`src/rtl/inst_loader.sv`:
```
`default_nettype none
// ============================================================================
//  Module      : inst_loader
//  Description : Framed byte-stream program loader for a 32-word instruction
//                memory. Assembles little-endian words, strobes each into
//                memory, verifies an XOR checksum and releases core reset.
//  Revision    : 1.0 - initial release
// ============================================================================
module inst_loader #(
    parameter int DEPTH  = 32,
    parameter int ADDR_W = 5
) (
    input  logic              clk,
    input  logic              rst,
    input  logic              start,
    input  logic              byte_valid,
    input  logic [7:0]        byte_data,
    output logic              byte_ready,
    output logic              mem_we,
    output logic [ADDR_W-1:0] mem_addr,
    output logic [31:0]       mem_wdata,
    output logic              core_rst,
    output logic              busy,
    output logic              done,
    output logic              error
);

    typedef enum logic [2:0] {
        S_IDLE  = 3'd0,
        S_COUNT = 3'd1,
        S_DATA  = 3'd2,
        S_CHECK = 3'd3,
        S_DONE  = 3'd4,
        S_ERR   = 3'd5
    } state_t;

    localparam logic [8:0] C_DEPTH = 9'(DEPTH);

    state_t              r_state;
    state_t              w_next_state;
    logic                w_in_frame;
    logic                w_accept;
    logic                w_count_bad;
    logic                w_last_word;
    logic [ADDR_W:0]     r_count;
    logic [ADDR_W-1:0]   r_word_idx;
    logic [1:0]          r_byte_idx;
    logic [23:0]         r_asm;
    logic [7:0]          r_checksum;
    logic                r_mem_we;
    logic [ADDR_W-1:0]   r_mem_addr;
    logic [31:0]         r_mem_wdata;
    logic                r_core_rst;
    logic                r_done;
    logic                r_error;

    // The loader is receptive to bytes only while a frame is open.
    assign w_in_frame  = (r_state == S_COUNT) || (r_state == S_DATA) || (r_state == S_CHECK);
    assign w_accept    = byte_valid && w_in_frame;
    assign w_count_bad = (byte_data == 8'd0) || ({1'b0, byte_data} > C_DEPTH);
    // Word index stops at N-1, so comparing against the latched count never wraps.
    assign w_last_word = ({1'b0, r_word_idx} == (r_count - {{ADDR_W{1'b0}}, 1'b1}));

    assign byte_ready = w_in_frame;
    assign busy       = w_in_frame;
    assign mem_we     = r_mem_we;
    assign mem_addr   = r_mem_addr;
    assign mem_wdata  = r_mem_wdata;
    assign core_rst   = r_core_rst;
    assign done       = r_done;
    assign error      = r_error;

    // State register.
    always_ff @(posedge clk) begin
        if (!rst) begin
            r_state <= S_IDLE;
        end else begin
            r_state <= w_next_state;
        end
    end

    // Next-state decode; start is only honoured outside an open frame.
    always_comb begin
        w_next_state = r_state;
        case (r_state)
            S_IDLE, S_DONE, S_ERR: begin
                if (start) w_next_state = S_COUNT;
            end
            S_COUNT: begin
                if (w_accept) w_next_state = w_count_bad ? S_ERR : S_DATA;
            end
            S_DATA: begin
                if (w_accept && (r_byte_idx == 2'd3) && w_last_word) w_next_state = S_CHECK;
            end
            S_CHECK: begin
                if (w_accept) w_next_state = (byte_data == r_checksum) ? S_DONE : S_ERR;
            end
            default: w_next_state = S_IDLE;
        endcase
    end

    // Datapath: word assembly, checksum, write strobe and result flags.
    always_ff @(posedge clk) begin
        if (!rst) begin
            r_count     <= '0;
            r_word_idx  <= '0;
            r_byte_idx  <= 2'd0;
            r_asm       <= 24'd0;
            r_checksum  <= 8'd0;
            r_mem_we    <= 1'b0;
            r_mem_addr  <= '0;
            r_mem_wdata <= 32'd0;
            r_core_rst  <= 1'b0;
            r_done      <= 1'b0;
            r_error     <= 1'b0;
        end else begin
            r_mem_we <= 1'b0;
            case (r_state)
                S_IDLE, S_DONE, S_ERR: begin
                    if (start) begin
                        r_done     <= 1'b0;
                        r_error    <= 1'b0;
                        r_core_rst <= 1'b0;
                    end
                end
                S_COUNT: begin
                    if (w_accept) begin
                        if (w_count_bad) begin
                            r_error    <= 1'b1;
                            r_core_rst <= 1'b0;
                        end else begin
                            r_count    <= byte_data[ADDR_W:0];
                            r_word_idx <= '0;
                            r_byte_idx <= 2'd0;
                            r_checksum <= byte_data;
                        end
                    end
                end
                S_DATA: begin
                    if (w_accept) begin
                        r_checksum <= r_checksum ^ byte_data;
                        r_byte_idx <= r_byte_idx + 2'd1;
                        case (r_byte_idx)
                            2'd0: r_asm[7:0]   <= byte_data;
                            2'd1: r_asm[15:8]  <= byte_data;
                            2'd2: r_asm[23:16] <= byte_data;
                            default: begin
                                r_mem_wdata <= {byte_data, r_asm};
                                r_mem_addr  <= r_word_idx;
                                r_mem_we    <= 1'b1;
                                if (!w_last_word) r_word_idx <= r_word_idx + {{(ADDR_W-1){1'b0}}, 1'b1};
                            end
                        endcase
                    end
                end
                S_CHECK: begin
                    if (w_accept) begin
                        if (byte_data == r_checksum) begin
                            r_done     <= 1'b1;
                            r_core_rst <= 1'b1;
                        end else begin
                            r_error    <= 1'b1;
                            r_core_rst <= 1'b0;
                        end
                    end
                end
                default: ;
            endcase
        end
    end

endmodule
`default_nettype wire

```
`config.mk`:
```
export PLATFORM = sky130hd
export DESIGN_NAME = inst_loader
export DESIGN_NICKNAME = d
export VERILOG_FILES = /design/src/rtl/inst_loader.sv
export SDC_FILE = /design/constraint.sdc
export NUM_CORES = 1
export LEC_CHECK = 0
export BUFFER_PORTS_ARGS = -buffer_cell sky130_fd_sc_hd__buf_2
export CAP_MARGIN = 10
export CORE_MARGIN = 2
export CORE_UTILIZATION = 57
export DETAILED_ROUTE_END_ITERATION = 10
export PLACE_DENSITY_LB_ADDON = 0.25
export SETUP_SLACK_MARGIN = 0.5
export SLEW_MARGIN = 20
export SYNTH_ARGS = -nofsm -noshare
export SYNTH_HDL_FRONTEND = slang
export SYNTH_SLANG_ARGS = --single-unit
```
`constraint.sdc`:
```
create_clock -name clk -period 2.58 [get_ports clk]
set_input_delay 0.129 -clock clk [delete_from_list [all_inputs] [get_ports clk]]
set_output_delay 0.129 -clock clk [all_outputs]
set_load 0.02 [all_outputs]
```
==> flow_metrics.env, run 1 <==
export IMPL_r2r_start="r_count[2]$_SDFFE_PN0P_"
export IMPL_r2r_cells=5
export IMPL_start_kind="flip-flop"
export IMPL_multiInputGateArea_um2=1940
export IMPL_synthesis_area_um2=3870
export IMPL_clk_latency_ps=360
export IMPL_viasPerCell=5.82
export IMPL_drt_first_pass_iters=6
export IMPL_cp_cell_sequence="or4_4, or3b_4, a211o_4, o2111ai_1, o211ai_1"
export IMPL_cts_buffer_depth=2
export IMPL_syn_nets=497
export IMPL_hold_path_class="in -> reg"
export IMPL_fin_tns_setup_ps=0
export IMPL_end_kind="flip-flop"
export IMPL_area_sequential_um2=1790
export IMPL_via_count=3500
export IMPL_wl_um=9220
export IMPL_final_hold_viol_count=0
export IMPL_max_clock_freq_mhz=484
export IMPL_p_sw_share_pct=29.6
export IMPL_synth_area_top_cells="dfxtp_1, nand2_1, a21oi_1, nand3_1, clkbuf_1"
export IMPL_dp_hpwl_um=6110
export IMPL_drc=0
export IMPL_setup_viol=0
export IMPL_status="finished, final reports clean"
export IMPL_synth_edf_count=0
export IMPL_ir_drop_mv=0.367
export IMPL_port_buffers=54
export IMPL_slowest_stage="or4_4"
export IMPL_combPwrFrac_pct=15.3
export IMPL_htree_num_levels=3
export IMPL_path_clk_slew_ps=100
export IMPL_finalCritPeriodShare_pct=80.0
export IMPL_cts_buffers=9
export IMPL_synth_cell_types=50
export IMPL_netlist_instances=478
export IMPL_nets=535
export IMPL_die_w_um=86.4
export IMPL_wire_per_inst_um=15.3
export IMPL_antenna_cells=0
export IMPL_synth_top_area_cell="dfxtp_1"
export IMPL_die_area_um2=7470
export IMPL_endpoint="r_word_idx[1]$_SDFFE_PN0P_"
export IMPL_ys_ff_latch=89
export IMPL_grt_pass1_wl_um=15300
export IMPL_required_ps=2820
export IMPL_finalMaxSlewViolations=0
export IMPL_power_internal_w=0.00204
export IMPL_core_area_um2=6680
export IMPL_power_switching_w=0.000856
export IMPL_powerDensity_nw_per_um2=653
export IMPL_worst_pin_slew_ps=505
export IMPL_io_pins=55
export IMPL_utilization_pct=66.4
export IMPL_ys_top_cells_by_count="nand2_1, dfxtp_1, a21oi_1"
export IMPL_critPathLaunch="r_count[2]$_SDFFE_PN0P_"
export IMPL_cts_sinks=89
export IMPL_rsz0062_at_grt="true"
export IMPL_seq_power_share_pct=50.8
export IMPL_rows=30
export IMPL_drv_cap=0
export IMPL_cp_max_fo=7
export IMPL_initial_utilization_pct=57.9
export IMPL_drive_gt1_share_pct=20.5
export IMPL_p_leak_nw=1.72
export IMPL_grt_overflow_total=0
export IMPL_grt_max_degree=38
export IMPL_total_power_w=0.00290
export IMPL_worstPathArrival_ps=2310
export IMPL_clock_skew_ps=15.0
export IMPL_gp_congestion=0.867
export IMPL_synth_main_ff_cell="dfxtp_1"
export IMPL_yosysSeqAreaShare_pct=46.0
export IMPL_crit_type="reg -> reg"
export IMPL_area_growth_pct=14.5
export IMPL_synthArstFlopShare_pct=0
export IMPL_r2r_slack_ps=520
export IMPL_max_stage_delay_ps=500
export IMPL_grt_pass1_vias=3237
export IMPL_rr_endpoint="r_word_idx[1]$_SDFFE_PN0P_"
export IMPL_synth_top_area_share_pct=46.0
export IMPL_die_h_um=86.4
export IMPL_antenna_left=0
export IMPL_slew_limit_headroom_pct=66.3
export IMPL_antenna_found_initial=0
export IMPL_nFillCells=584
export IMPL_grt_use_total_pct=25.9
export IMPL_drt_iter0_drc=289
export IMPL_pwr_share_clk_pct=33.9
export IMPL_post_route_min_period_ps=2060
export IMPL_cts_root_buf="clkbuf_8"
export IMPL_synth_most_common_cell="nand2_1"
export IMPL_cts_tree="yes"
export IMPL_cts_hold_buffers=0
export IMPL_yosys_warnings=0
export IMPL_syn_area_per_cell_um2=8.10
[final cells by class]
| class | instances | area share [%] |
|---|---|---|
| Multi-Input combinational cell | 342 | 43.7 |
| Clock inverter | 6 | 1.75 |
| Timing Repair Buffer | 67 | 8.58 |
| Sequential cell | 89 | 40.3 |
| Clock buffer | 10 | 2.88 |
| Tap cell | 80 | 2.26 |
| Inverter | 7 | 0.593 |
[cells in the final DEF (no fill, tap or decap), drive strengths merged, types with 2 or more instances in the layout]
cell type / synthesis / routed
nand2: 119 / 119
dfxtp: 89 / 89
a21oi: 68 / 68
buf: 12 / 67
nand3: 32 / 32
nor2: 19 / 19
xor2: 10 / 10
clkbuf: 28 / 10
a31oi: 8 / 8
inv: 7 / 8
o211ai: 7 / 7
ha: 7 / 7
mux2i: 6 / 6
nand4: 6 / 6
o21ai: 6 / 6
o221a: 6 / 6
a21boi: 6 / 6
and2: 4 / 4
xnor2: 4 / 4
or3: 4 / 4
o2111ai: 4 / 4
clkinv: 0 / 4
nor2b: 3 / 3
nor3: 3 / 3
or4: 2 / 2
a211oi: 2 / 2
nor4: 2 / 2
and3: 2 / 2
[cell families after synthesis]
kind of cell,Yosys count,synth area share [%]
buf+inv,47,5.30
compound gates,115,18.6
simple gates,200,23.1
flops,89,46.0
xor+xnor,14,3.17
mux,6,1.55
fa+ha+maj,7,2.26
[through the flow]
stage | hold WS [ps] | cells | area (µm²) | setup WS [ps]
CTS | 59.7 | 600 | 4410 | 516
detailed placement | 432 | 583 | 4160 | 450
global route | 108 | 601 | 4430 | 442
global placement | 436 | 583 | 4160 | 518
floorplan | 313 | 478 | 3870 | 599
finish | 68.6 | 601 | 4430 | 515
[power by group through the flow]
stage	sequential [W]	combinational, W	clock [W]
5_1_grt	0.00148	0.000487	0.00106
3_3_place_gp	0.00150	0.000411	0
2_1_floorplan	0.00148	0.000334	0
6_report	0.00147	0.000442	0.000983
4_1_cts	0.00147	0.000433	0.000998
3_5_place_dp	0.00150	0.000421	0
[per-layer routing]
metal / vias to the layer above / GRT usage, % / wire length (µm)
li1: 1712 / - / -
met1: 1654 / 35.6 / 4250
met2: 119 / 40.7 / 4260
met3: 15 / 4.29 / 587
met4: 0 / 10.5 / 122
met5: - / 0 / 0
[timing repair]
action / in CTS / in global routing
setup endpoints to repair: 6 / 71
setup buffers: 1 / 1
gates resized for setup: 6 / 5
pin swaps: 3 / 3
[sequential cells by signal, indices dropped and copies added (netlist names), 2 cells and up]
| register | count |
|---|---|
| r_word_idx | 5 |
| r_asm | 24 |
| r_checksum | 8 |
| mem_wdata | 32 |
| r_count | 6 |
| r_state | 3 |
| r_byte_idx | 2 |
| mem_addr | 5 |
[worst min path at each step]
| stage | cells after the start | to | startpoint |
|---|---|---|---|
| floorplan | 3 | r_state[2]$_SDFFE_PN0P_ | start |
| global placement | 4 | r_state[2]$_SDFFE_PN0P_ | start |
| detailed placement | 4 | r_state[2]$_SDFFE_PN0P_ | start |
| CTS | 4 | r_state[2]$_SDFFE_PN0P_ | start |
| global route | 4 | r_state[2]$_SDFFE_PN0P_ | start |
| finish | 4 | r_state[2]$_SDFFE_PN0P_ | start |
[critical path, delay by kind of cell (launching register included)]
family / cells / cell delay, ps
AND/OR/NAND/NOR: 2 / 890
flip-flops: 1 / 370
AO/OA/AOI/OAI: 3 / 690
(Power assumes the default switching activity.)
==> run 2: changes to the inputs <==
- CORE_UTILIZATION: 57 -> 51
- clock period: 2.58 -> 1.74 ns (I/O delays scaled with it)
==> flow_metrics.env, run 2 (same netlist as run 1, synthesis figures left out) <==
export IMPL_max_stage_delay_ps=400
export IMPL_crit_buf_inv=2
export IMPL_final_common_cell="dfxtp_1"
export IMPL_required_ps=2020
export IMPL_die_area_um2=8300
export IMPL_utilization_pct=94.6
export IMPL_cts_buffer_depth=2
export IMPL_worstPathArrival_ps=2610
export IMPL_nFillCells=181
export IMPL_viasPerCell=7.08
export IMPL_drive_gt1_share_pct=65.2
export IMPL_finalWorstSetupSlack_ps=-586
export IMPL_slew_limit_headroom_pct=49.1
export IMPL_path_depth=8
export IMPL_hold_path_class="in -> reg"
export IMPL_cp_max_fo=6
export IMPL_cp_common_cell="o211ai_1"
export IMPL_port_buffers=54
export IMPL_final_cell_count_no_fill=703
export IMPL_max_clock_freq_mhz=430
export IMPL_cts_sinks=89
export IMPL_die_w_um=91.1
export IMPL_cts_buffers=9
export IMPL_antenna_left=0
export IMPL_setup_viol=34
export IMPL_grt_overflow_total=0
export IMPL_holdPathStages=4
export IMPL_drv_cap=0
export IMPL_antenna_found_initial=0
export IMPL_area_sequential_um2=1800
export IMPL_grt_pass1_wl_um=23600
export IMPL_wire_per_inst_um=30.7
export IMPL_status="finished with violations"
export IMPL_violations="negative setup slack"
export IMPL_drt_first_pass_iters=5
export IMPL_cp_cell_sequence="buf_4, inv_1, ha_2, xor2_1, o211ai_1, a211o_4, a2bb2oi_4, o211ai_1"
export IMPL_grt_max_degree=24
export IMPL_gp_congestion=0.869
export IMPL_path_clk_slew_ps=100
export IMPL_antenna_cells=0
export IMPL_cts_tree="yes"
export IMPL_nets=618
export IMPL_powerDensity_nw_per_um2=810
export IMPL_final_cell_mix="dfxtp_1, nand2_4, a21oi_2"
export IMPL_dp_hpwl_um=6250
export IMPL_wl_um=21600
export IMPL_finalCritPeriodShare_pct=134
export IMPL_end_kind="flip-flop"
export IMPL_grt_pass1_vias=4267
export IMPL_slowest_stage="a211o_4"
export IMPL_placed_cells=626
export IMPL_drt_iter0_drc=567
export IMPL_crit_type="reg -> reg"
export IMPL_ir_drop_mv=0.713
export IMPL_rows=31
export IMPL_crit_family="compound AO/OA/AOI/OAI gates"
export IMPL_multiInputGateArea_um2=3110
export IMPL_start_kind="flip-flop"
export IMPL_largest_reg_flops=32
export IMPL_rsz0062_at_grt="true"
export IMPL_clk_latency_ps=380
export IMPL_clock_skew_ps=14.0
export IMPL_via_count=4974
export IMPL_worst_pin_slew_ps=764
export IMPL_drc=0
export IMPL_htree_num_levels=3
export IMPL_initial_utilization_pct=53.1
export IMPL_final_hold_viol_count=0
export IMPL_grt_use_total_pct=37.1
export IMPL_core_area_um2=7290
export IMPL_area_growth_pct=78.2
export IMPL_post_route_min_period_ps=2330
export IMPL_finalMaxSlewViolations=0
export IMPL_io_pins=55
export IMPL_r2r_cells=8
export IMPL_p_leak_nw=2.91
export IMPL_die_h_um=91.1
export IMPL_cts_root_buf="clkbuf_8"
-- run 2: cell count changes in the layout (fill, tap and decap cells not counted), moves of 12 or more --
cell,delta
nand2_1,-85
nand2_4,+60
a21oi_1,-59
a21oi_2,+58
buf_4,+29
nand3_1,-25
buf_6,+22
nand2_2,+21
buf_12,+18
nand3_2,+18
buf_16,+12
-- run 2: worst register-to-register path, delay by kind of cell (launching register included) --
family                     cells  cell delay, ps
xor gates and xnor gates       1             300
DFF                            1             380
AOI/OAI and AO/OA              4            1020
buffers and inverters          2             210
adders and majority gates      1             340
-- run 2: path summary, 6_finish.rpt --
| kind | slack (ps) | startpoint | end |
|---|---|---|---|
| worst min-delay path | 60 | start | r_state[2]$_SDFFE_PN0P_ |
| worst min register to register | 480 | mem_addr[2]$_SDFFE_PN0P_ | mem_addr[2]$_SDFFE_PN0P_ |
| worst max register to register | -590 | r_count[0]$_SDFFE_PN0P_ | r_word_idx[0]$_SDFFE_PN0P_ |
| worst max-delay path | -590 | r_count[0]$_SDFFE_PN0P_ | r_word_idx[0]$_SDFFE_PN0P_ |
-- run 2: through the flow --
| step | hold WS, ps | setup TNS, ps | worst slack [ps] | cell area, µm² | total power, W |
|---|---|---|---|---|---|
| floorplan | 271 | -1260 | -198 | 4040 | 0.00277 |
| detailed placement | 395 | -2550 | -284 | 4460 | 0.00297 |
| global placement | 385 | -2170 | -253 | 4460 | 0.00296 |
| CTS | 14.3 | -1640 | -299 | 6060 | 0.00493 |
| finish | 57.7 | -4420 | -586 | 6900 | 0.00559 |
| global route | 87.8 | -5160 | -603 | 6900 | 0.00564 |
-- run 2: per-layer routing --
metal  vias up  routed length (µm)  global-route usage (%)
li1       1896                   -                       -
met1      2316                7390                    44.4
met2       548                9400                    61.2
met3       214                2670                    7.55
met4         0                2110                    22.1
met5         -                   0                       0
-- run 2: area by class of cell --
type | instances | share of cell area, %
Multi-Input combinational cell | 342 | 45.0
Clock buffer | 10 | 1.85
Timing Repair Buffer | 150 | 23.9
Clock inverter | 6 | 0.979
Tap cell | 99 | 1.80
Inverter | 7 | 0.381
Sequential cell | 89 | 26.1
-- run 2: where the power goes --
group	switching (W)	leakage [nW]	internal [W]	total, W
clock network	0.000858	0.0929	0.000671	0.00153
registers	0.000111	0.723	0.00211	0.00222
logic	0.000980	2.10	0.000857	0.00184
total	0.00195	2.91	0.00364	0.00559
-- run 2: repair_timing --
item                       in CTS  in global routing
setup endpoints to repair      90                 91
hold buffers                    0                  0
gates cloned                   15                  5
resized for setup             218                131
pin swaps                     117                 60
buffers inserted               23                 18
hold endpoints to repair        0                  0
